`config.mk`:
```
export PLATFORM = sky130hd
export DESIGN_NAME = fw_sched
export DESIGN_NICKNAME = d
export VERILOG_FILES = /design/src/rtl/fw_pkg.sv /design/src/rtl/fw_idx_counter.sv /design/src/rtl/fw_sched.sv
export SDC_FILE = /design/constraint.sdc
export NUM_CORES = 1
export LEC_CHECK = 0
export CORE_AREA = 2 2 78 80
export DETAILED_ROUTE_END_ITERATION = 10
export DIE_AREA = 0 0 80 82
export PLACE_DENSITY = 0.7
export SYNTH_ARGS = -nofsm -noshare
export SYNTH_HDL_FRONTEND = slang
export SYNTH_SLANG_ARGS = --single-unit
```
`constraint.sdc`:
```
create_clock -name clk -period 2.4 [get_ports clk]
set_input_delay 0.48 -clock clk [delete_from_list [all_inputs] [get_ports clk]]
set_output_delay 0.48 -clock clk [all_outputs]
set_load 0.05 [all_outputs]
```
`src/rtl/fw_pkg.sv`:
```
// Shared definitions for the Floyd-Warshall iteration scheduler.
package fw_pkg;

    localparam int CYC_W = 32;

    // FSM encoding
    localparam logic [2:0] ST_IDLE  = 3'd0;
    localparam logic [2:0] ST_RUN   = 3'd1;
    localparam logic [2:0] ST_GAP   = 3'd2;
    localparam logic [2:0] ST_DRAIN = 3'd3;
    localparam logic [2:0] ST_DONE  = 3'd4;

    typedef logic [2:0] fw_state_t;

    function automatic int idx_w(input int n);
        return (n <= 2) ? 1 : $clog2(n);
    endfunction

endpackage

```
`src/rtl/fw_idx_counter.sv`:
```
// Nested-wrap k/i/j index counter; j is innermost, wrap by compare with N-1.
module fw_idx_counter import fw_pkg::*; #(
    parameter int N = 8,
    localparam int IDX_W = idx_w(N)
) (
    input  logic             clk,
    input  logic             reset,
    input  logic             clear,
    input  logic             advance,
    output logic [IDX_W-1:0] k,
    output logic [IDX_W-1:0] i,
    output logic [IDX_W-1:0] j,
    output logic             last_j,
    output logic             last_i,
    output logic             last_k
);

    localparam logic [IDX_W-1:0] LAST = IDX_W'(N - 1);

    assign last_j = (j == LAST);
    assign last_i = (i == LAST);
    assign last_k = (k == LAST);

    always_ff @(posedge clk) begin
        if (reset || clear) begin
            k <= '0;
            i <= '0;
            j <= '0;
        end else if (advance) begin
            if (!last_j) begin
                j <= j + 1'b1;
            end else begin
                j <= '0;
                if (!last_i) begin
                    i <= i + 1'b1;
                end else begin
                    i <= '0;
                    k <= last_k ? '0 : k + 1'b1;
                end
            end
        end
    end

endmodule

```
`src/rtl/fw_sched.sv`:
```
// Floyd-Warshall (k,i,j) issue scheduler with inter-pass bubbles, drain and cycle counter.
module fw_sched import fw_pkg::*; #(
    parameter int N = 8,
    parameter int PIPE_DEPTH = 4,
    localparam int IDX_W = idx_w(N)
) (
    input  logic             clk,
    input  logic             reset,
    input  logic             start,
    input  logic             out_ready,
    output logic             out_valid,
    output logic [IDX_W-1:0] k,
    output logic [IDX_W-1:0] i,
    output logic [IDX_W-1:0] j,
    output logic             pass_first,
    output logic             busy,
    output logic             done,
    output logic [CYC_W-1:0] cycles
);

    localparam int GW = (PIPE_DEPTH < 2) ? 1 : $clog2(PIPE_DEPTH);
    localparam logic [GW-1:0] GLAST = GW'(PIPE_DEPTH - 1);

    fw_state_t       state;
    logic [GW-1:0]   gcnt;
    logic            issue, pass_end, final_issue, clr;
    logic            last_j, last_i, last_k;

    assign out_valid   = (state == ST_RUN);
    assign busy        = (state != ST_IDLE);
    assign done        = (state == ST_DONE);
    assign pass_first  = out_valid && (i == '0) && (j == '0);
    assign issue       = out_valid && out_ready;
    assign pass_end    = issue && last_j && last_i;
    assign final_issue = pass_end && last_k;
    assign clr         = (state == ST_IDLE) && start;

    // The final issue does not advance, so DONE shows the last issued triple.
    fw_idx_counter #(.N(N)) u_idx (
        .clk     (clk),
        .reset   (reset),
        .clear   (clr),
        .advance (issue && !final_issue),
        .k       (k),
        .i       (i),
        .j       (j),
        .last_j  (last_j),
        .last_i  (last_i),
        .last_k  (last_k)
    );

    always_ff @(posedge clk) begin
        if (reset) begin
            state  <= ST_IDLE;
            gcnt   <= '0;
            cycles <= '0;
        end else begin
            case (state)
                ST_IDLE: if (start) begin
                    state  <= ST_RUN;
                    cycles <= '0;
                end
                ST_RUN: if (pass_end) begin
                    state <= last_k ? ST_DRAIN : ST_GAP;
                    gcnt  <= '0;
                end
                ST_GAP:   if (gcnt == GLAST) state <= ST_RUN;   else gcnt <= gcnt + 1'b1;
                ST_DRAIN: if (gcnt == GLAST) state <= ST_DONE;  else gcnt <= gcnt + 1'b1;
                ST_DONE:  state <= ST_IDLE;
                default:  state <= ST_IDLE;
            endcase
            if ((state == ST_RUN || state == ST_GAP || state == ST_DRAIN) && (cycles != '1))
                cycles <= cycles + 1'b1;
        end
    end

endmodule
```
After elaboration in Yosys (flattened, before gate mapping)
Cells that the tools add are included.
{"block": "op_classes", "n_addsub": 5, "reduce_logical": 26, "n_eq_ne": 14, "muxes": 15}
{"operator": "two-way mux 32 bit", "n": 3}
{"operator": "adder 32 x 1 -> 32 bit (second input constant)", "n": 1}
{"operator": "!= test 32 bit (second input constant)", "n": 1}
{"operator": "two-way mux 3 bit", "n": 7}
{"operator": "== test 3 bit (second input constant)", "n": 4}
{"operator": "case mux 3 bit (4 select lines)", "n": 1}
{"operator": "adder 3 x 1 -> 3 bit (second input constant)", "n": 3}
{"operator": "logical AND 1 bit", "n": 9}
{"operator": "zero test 3 bit", "n": 3}
{"operator": "!= test 2 bit (second input constant)", "n": 4}
{"operator": "== test 3 x 2 -> 1 bit (second input constant)", "n": 2}
{"operator": "AND reduction 3 bit", "n": 2}
{"operator": "nonzero test 2 bit", "n": 3}
{"operator": "two-way mux 2 bit", "n": 2}
{"operator": "case mux 2 bit (2 select lines)", "n": 1}
{"operator": "AND reduction 2 bit", "n": 2}
{"operator": "AND reduction 4 bit", "n": 1}
{"operator": "== test 3 x 1 -> 1 bit (second input constant)", "n": 1}
{"operator": "logical OR 1 bit", "n": 3}
{"operator": "nonzero test 3 bit", "n": 1}
{"operator": "adder 2 x 1 -> 2 bit (second input constant)", "n": 1}
{"operator": "== test 2 bit (second input constant)", "n": 1}
{"operator": "!= test 2 x 1 -> 1 bit (second input constant)", "n": 1}
{"operator": "OR reduction 2 bit", "n": 1}
{"operator": "other kinds (2)", "n": 2}
{"block": "word_totals", "wordCells": 66, "ff_bits": 46}

Logic depth before layout (Yosys ltp)
Gate-level depths: netlist of the first run.
{"block": "logic_depth", "word_depth": 8, "depth_mapped": 9, "ltp_nobuf": 7}

By module
From an unflattened synthesis of the first run, not the netlist that was laid out.
{"block": "hier_totals", "hier_cells": 311, "area_unflattened_um2": 2526.2}
{"mod": "fw_sched", "n_inst": 1, "seq_area_each_um2": 740.7, "area_per_inst_um2": 2042.0, "cells_per_inst": 265}
{"mod": "fw_idx_counter", "n_inst": 1, "seq_area_each_um2": 180.2, "area_per_inst_um2": 484.2, "cells_per_inst": 46}

Worst setup path before layout of the first run
Ideal clock, no wire load.
{"block": "synth_timing", "path_type": "reg2reg", "startpoint": "reg state[2]", "endpoint": "reg u_idx.i[0]", "n_path_buf": 1, "setup_slack_ns": -0.480, "t_arrival_ns": 2.745, "stages_incl_launch_ff": 8, "synth_period_minus_slack_ns": 2.880, "path_cell_list": "dfxtp_1 > clkbuf_1 > nor3b_1 > nand2_1 > a31o_2 > nor2_1 > mux2i_1 > nor2_1"}
{"block": "synth_via", "elab_chain_cells": 8}
{"element": "start: declaration", "line_no": "fw_sched.sv:24", "source": "fw_state_t state;"}
{"element": "start signal: assignment", "line_no": "fw_sched.sv:64", "source": "state <= last_k ? ST_DRAIN : ST_GAP;"}
{"element": "== test 3 x 1 -> 1 bit (*)", "line_no": "fw_sched.sv:29", "source": "assign out_valid = (state == ST_RUN);"}
{"element": "via out_valid", "line_no": "fw_sched.sv:11", "source": "output logic out_valid,"}
{"element": "logical AND 1 bit (*)", "line_no": "fw_sched.sv:33", "source": "assign issue = out_valid && out_ready;"}
{"element": "logical AND 1 bit (2 in series)", "line_no": "fw_sched.sv:34", "source": "assign pass_end = issue && last_j && last_i;"}
{"element": "logical AND 1 bit", "line_no": "fw_sched.sv:35", "source": "assign final_issue = pass_end && last_k;"}
{"element": "zero test 1 bit", "line_no": "fw_sched.sv:43", "source": ".advance (issue && !final_issue),"}
{"element": "logical AND 1 bit (*)", "line_no": "fw_sched.sv:43"}
{"element": "AND reduction 2 bit (no source line) (*)"}
{"element": "end signal: assignment", "line_no": "fw_idx_counter.sv:35", "source": "i <= i + 1'b1;"}
{"element": "end: declaration", "line_no": "fw_idx_counter.sv:11", "source": "output logic [IDX_W-1:0] i,"}
Mark *: on every way through the listed nets, which the timed path passes. The rest lies on a longest branch.
A chain may end at the register's enable or synchronous reset.

Worst setup path in the final report of the first run
{"block": "layout_timing", "startpoint": "reg state[1]", "endpoint": "out busy"}
{"block": "layout_via", "elab_chain_cells": 1}
{"element": "nonzero test 3 bit", "line_no": "fw_sched.sv:30", "source": "assign busy = (state != ST_IDLE);"}
{"element": "end: declaration", "line_no": "fw_sched.sv:16", "source": "output logic busy,"}
Every way passes these cells.

==> results of run 1 <==
cell usage after synthesis, drive strengths merged:
| library cell | n | area [µm²] |
|---|---|---|
| a221o | 1 | 10.0 |
| o22a | 1 | 8.76 |
| xor2 | 3 | 26.3 |
| o31ai | 5 | 51.3 |
| o21a | 2 | 15.0 |
| nor3 | 16 | 80.1 |
| clkbuf | 2 | 7.51 |
| buf | 10 | 65.1 |
| nor4b | 1 | 8.76 |
| and3 | 8 | 55.1 |
| and2 | 2 | 12.5 |
| o21ai | 26 | 141 |
| nand2 | 29 | 109 |
| nand2b | 3 | 18.8 |
| nor2 | 32 | 120 |
| dfxtp | 46 | 921 |
| inv | 10 | 37.5 |
| nand4 | 7 | 58.8 |
| nand3 | 16 | 80.1 |
| nor3b | 2 | 15.0 |
| nand4b | 1 | 8.76 |
| or3 | 7 | 43.8 |
| or2 | 4 | 25.0 |
| a311oi | 1 | 8.76 |
| ha | 10 | 125 |
| xnor2 | 5 | 43.8 |
| a21oi | 21 | 105 |
| mux2i | 7 | 70.1 |
| and4 | 5 | 43.8 |
| a31oi | 12 | 81.3 |
| a22o | 1 | 8.76 |
| or3b | 1 | 8.76 |
| a22oi | 2 | 15.0 |
| or4 | 1 | 7.51 |
| a31o | 1 | 8.76 |
| a211oi | 2 | 15.0 |
| nand3b | 1 | 7.51 |
| nor4 | 5 | 37.5 |
cell usage in the layout, fill, tap and decap left out, types with 2 or more instances in the layout:
master            n
buf_4            20
a211oi_1          2
clkbuf_8          5
o21a_1            2
or3_1             6
nor3_1           16
xnor2_1           5
a21oi_1          21
ha_1             10
a31oi_1          11
nand2_1          29
nand3_1          16
nand2b_1          3
inv_1            10
mux2i_1           7
nand4_1           6
o21ai_0           9
xor2_1            3
or2_2             4
nor2_1           32
and2_1            2
nor4_1            4
clkbuf_1          2
and3_1            7
dfxtp_2           2
clkdlybuf4s50_1  46
a22oi_1           2
o21ai_1          16
dfxtp_1          44
o31ai_1           4
and4_1            5
final timing paths:
path                                 start          to  slack, ns  depth (start not counted)
worst max-delay path              state[1]        busy       0.08                          2
worst min-delay path               gcnt[1]     gcnt[1]       0.48                          2
worst max register to register  cycles[26]  cycles[14]       0.22                          6
worst min register to register     gcnt[1]     gcnt[1]       0.48                          2
cells by family after synthesis:
family | Yosys count | share of synthesized area, %
adder cells (fa/ha/maj) | 10 | 4.99
XOR/XNOR | 8 | 2.80
buffers and inverters | 22 | 4.39
flip-flops | 46 | 36.7
AND/OR/NAND/NOR | 141 | 29.6
AO/OA/AOI/OAI | 75 | 18.7
multiplexers | 7 | 2.80
repair_timing:
item	4_1_cts	5_1_grt
hold endpoints to repair	0	0
resized for setup	0	1
setup endpoints to repair	0	1
state kept, by name, summed over array words and instances, names as in the netlist:
signal	cells
cycles	32
state	3
u_idx.i	3
u_idx.j	3
u_idx.k	3
gcnt	2
routing by layer:
metal | up-vias | track usage (%)
met1 | 1135 | 27.2
met3 | 8 | 3.85
met2 | 67 | 34.1
met4 | 0 | 6.78
met5 | - | 0
li1 | 1256 | -
power by group through the flow:
stage	Clock, mW	Combinational, mW	Sequential, mW
after global routing	0.615	0.188	0.784
final	0.570	0.174	0.782
after CTS	0.587	0.174	0.782
after global placement	0	0.173	0.799
after detailed placement	0	0.174	0.800
after floorplan	0	0.0889	0.824
cell type report:
| cell class | instances | area [µm²] |
|---|---|---|
| inverter | 10 | 37.5 |
| clock inverter | 1 | 30.0 |
| fill | 546 | 2470 |
| multi-input combinational | 241 | 1490 |
| tap | 75 | 93.8 |
| sequential | 46 | 923 |
| clock buffer | 7 | 76.3 |
| timing repair buffer | 67 | 631 |
worst max-delay path: cells and delay by family (launching register included):
family	cells	cell delay, ns
DFF	1	0.40
buffers and inverters	1	0.72
and+or+nand+nor	1	0.42
==> impl_metrics.tcl, run 1 <==
set metrics [dict create \
    routedWlPerCell_um 13.6 \
    grt-ovfl-total 0 \
    wl_met3_um 306 \
    hold_viol_final 0 \
    clk_path_buf_depth 2 \
    die_y_um 82 \
    hold-worst-slack_ns 0.479 \
    synth_cell_types 47 \
    dr_wl_met2_um 2800 \
    slew_headroom_pct 66.3 \
    crit_required_ns 1.92 \
    p_per_area_nw_per_um2 466 \
    drtIter0Drc 127 \
    pwr-share-seq_pct 51.2 \
    vias_per_cell 5.52 \
    slew_viol_final 0 \
    cap_violations 0 \
    start_util_pct 43.6 \
    ctsHoldBuffers 0 \
    tightest_slew_ns 0.504 \
    power_leakage_nw 1.13 \
    clk_latency_ns 0.30 \
    syn2layout_area_growth_pct 30.8 \
    p_sw_share_pct 24.8 \
    avgSynthCellArea_um2 8.11 \
    io-pin-count 49 \
    die_width_um 80 \
    drc_errors 0 \
    ant_nets 0 \
    path_cells "or3_1 > clkdlybuf4s50_1" \
    yosysWarnings 0 \
    hold_path_class "register to register" \
    vias 2466 \
    dp_slack_ns 0.0532 \
    grt_pass1_vias 2371 \
    port_buffers 48 \
    gp_congestion 0.848 \
    finalPower_mw 1.53 \
    synthesis.nets 323 \
    cts_tree "done" \
    cts_made_buffers 5 \
    finalInstanceArea_um2 3280 \
    synth_seq_cells 46 \
    end_kind "output port" \
    stdcell_count 447 \
    yosysSeqAreaShare_pct 36.7 \
    cts_setup_buffers 0 \
    worstPathArrival_ns 1.84 \
    grt_util_all_layers_pct 20.6 \
    setup_violations 0 \
    wl_met1_um 2880 \
    min_period_over_period_pct 96.6 \
    worstPathMaxFanout 9 \
    internal_power_mw 1.15 \
    status "completed" \
    peakVddDrop_uv 290 \
    top_layer "met4" \
    dpl_cell_area_um2 3170 \
    drt-pass1-iter-count 4 \
    drive_above_1_share_pct 11.3 \
    cts_sinks 46 \
    combPwrFrac_pct 11.4 \
    skew_ns 0.00831 \
    htree_levels 2 \
    p_sw_mw 0.379 \
    core_area_um2 5750 \
    syn-cell-area_um2 2510 \
    max_freq_mhz 432 \
    final_util_pct 57.0 \
    cp-start-kind "register" \
    slowest_stage "clkdlybuf4s50_1" \
    synth_cells 309 \
    post-route-min-period_ns 2.32 \
    placedCellCount 439 \
    grt_setup_unrepaired "no" \
    setup-tns-final_ns 0 \
    antenna_found_initial 0 \
    routed_wirelength_um 6080 \
    grt_max_degree 21 \
    row_count 28 \
    clk_transition_reported_paths_ns 0.09 \
    dp_hpwl_um 4480 \
    fin_ws_ns 0.0828 \
    cts_root_buf "clkbuf_8" \
    clkPwrFrac_pct 37.4 \
    worstSetupPathType "register to output port" \
    grt_pass1_wl_um 10900 \
    cpPeakStageDelay_ns 0.72 \
    dieArea_um2 6560 \
    final_nets 385 \
    n_antenna_cell 0 \
]
Note: power is estimated with default switching activity, not from simulation.
==> run 2: changes to the inputs <==
Settings changed: SLEW_MARGIN set to 5.
==> results of run 2 <==
No change in the layout: final DEF, timing and power equal those of run 1.
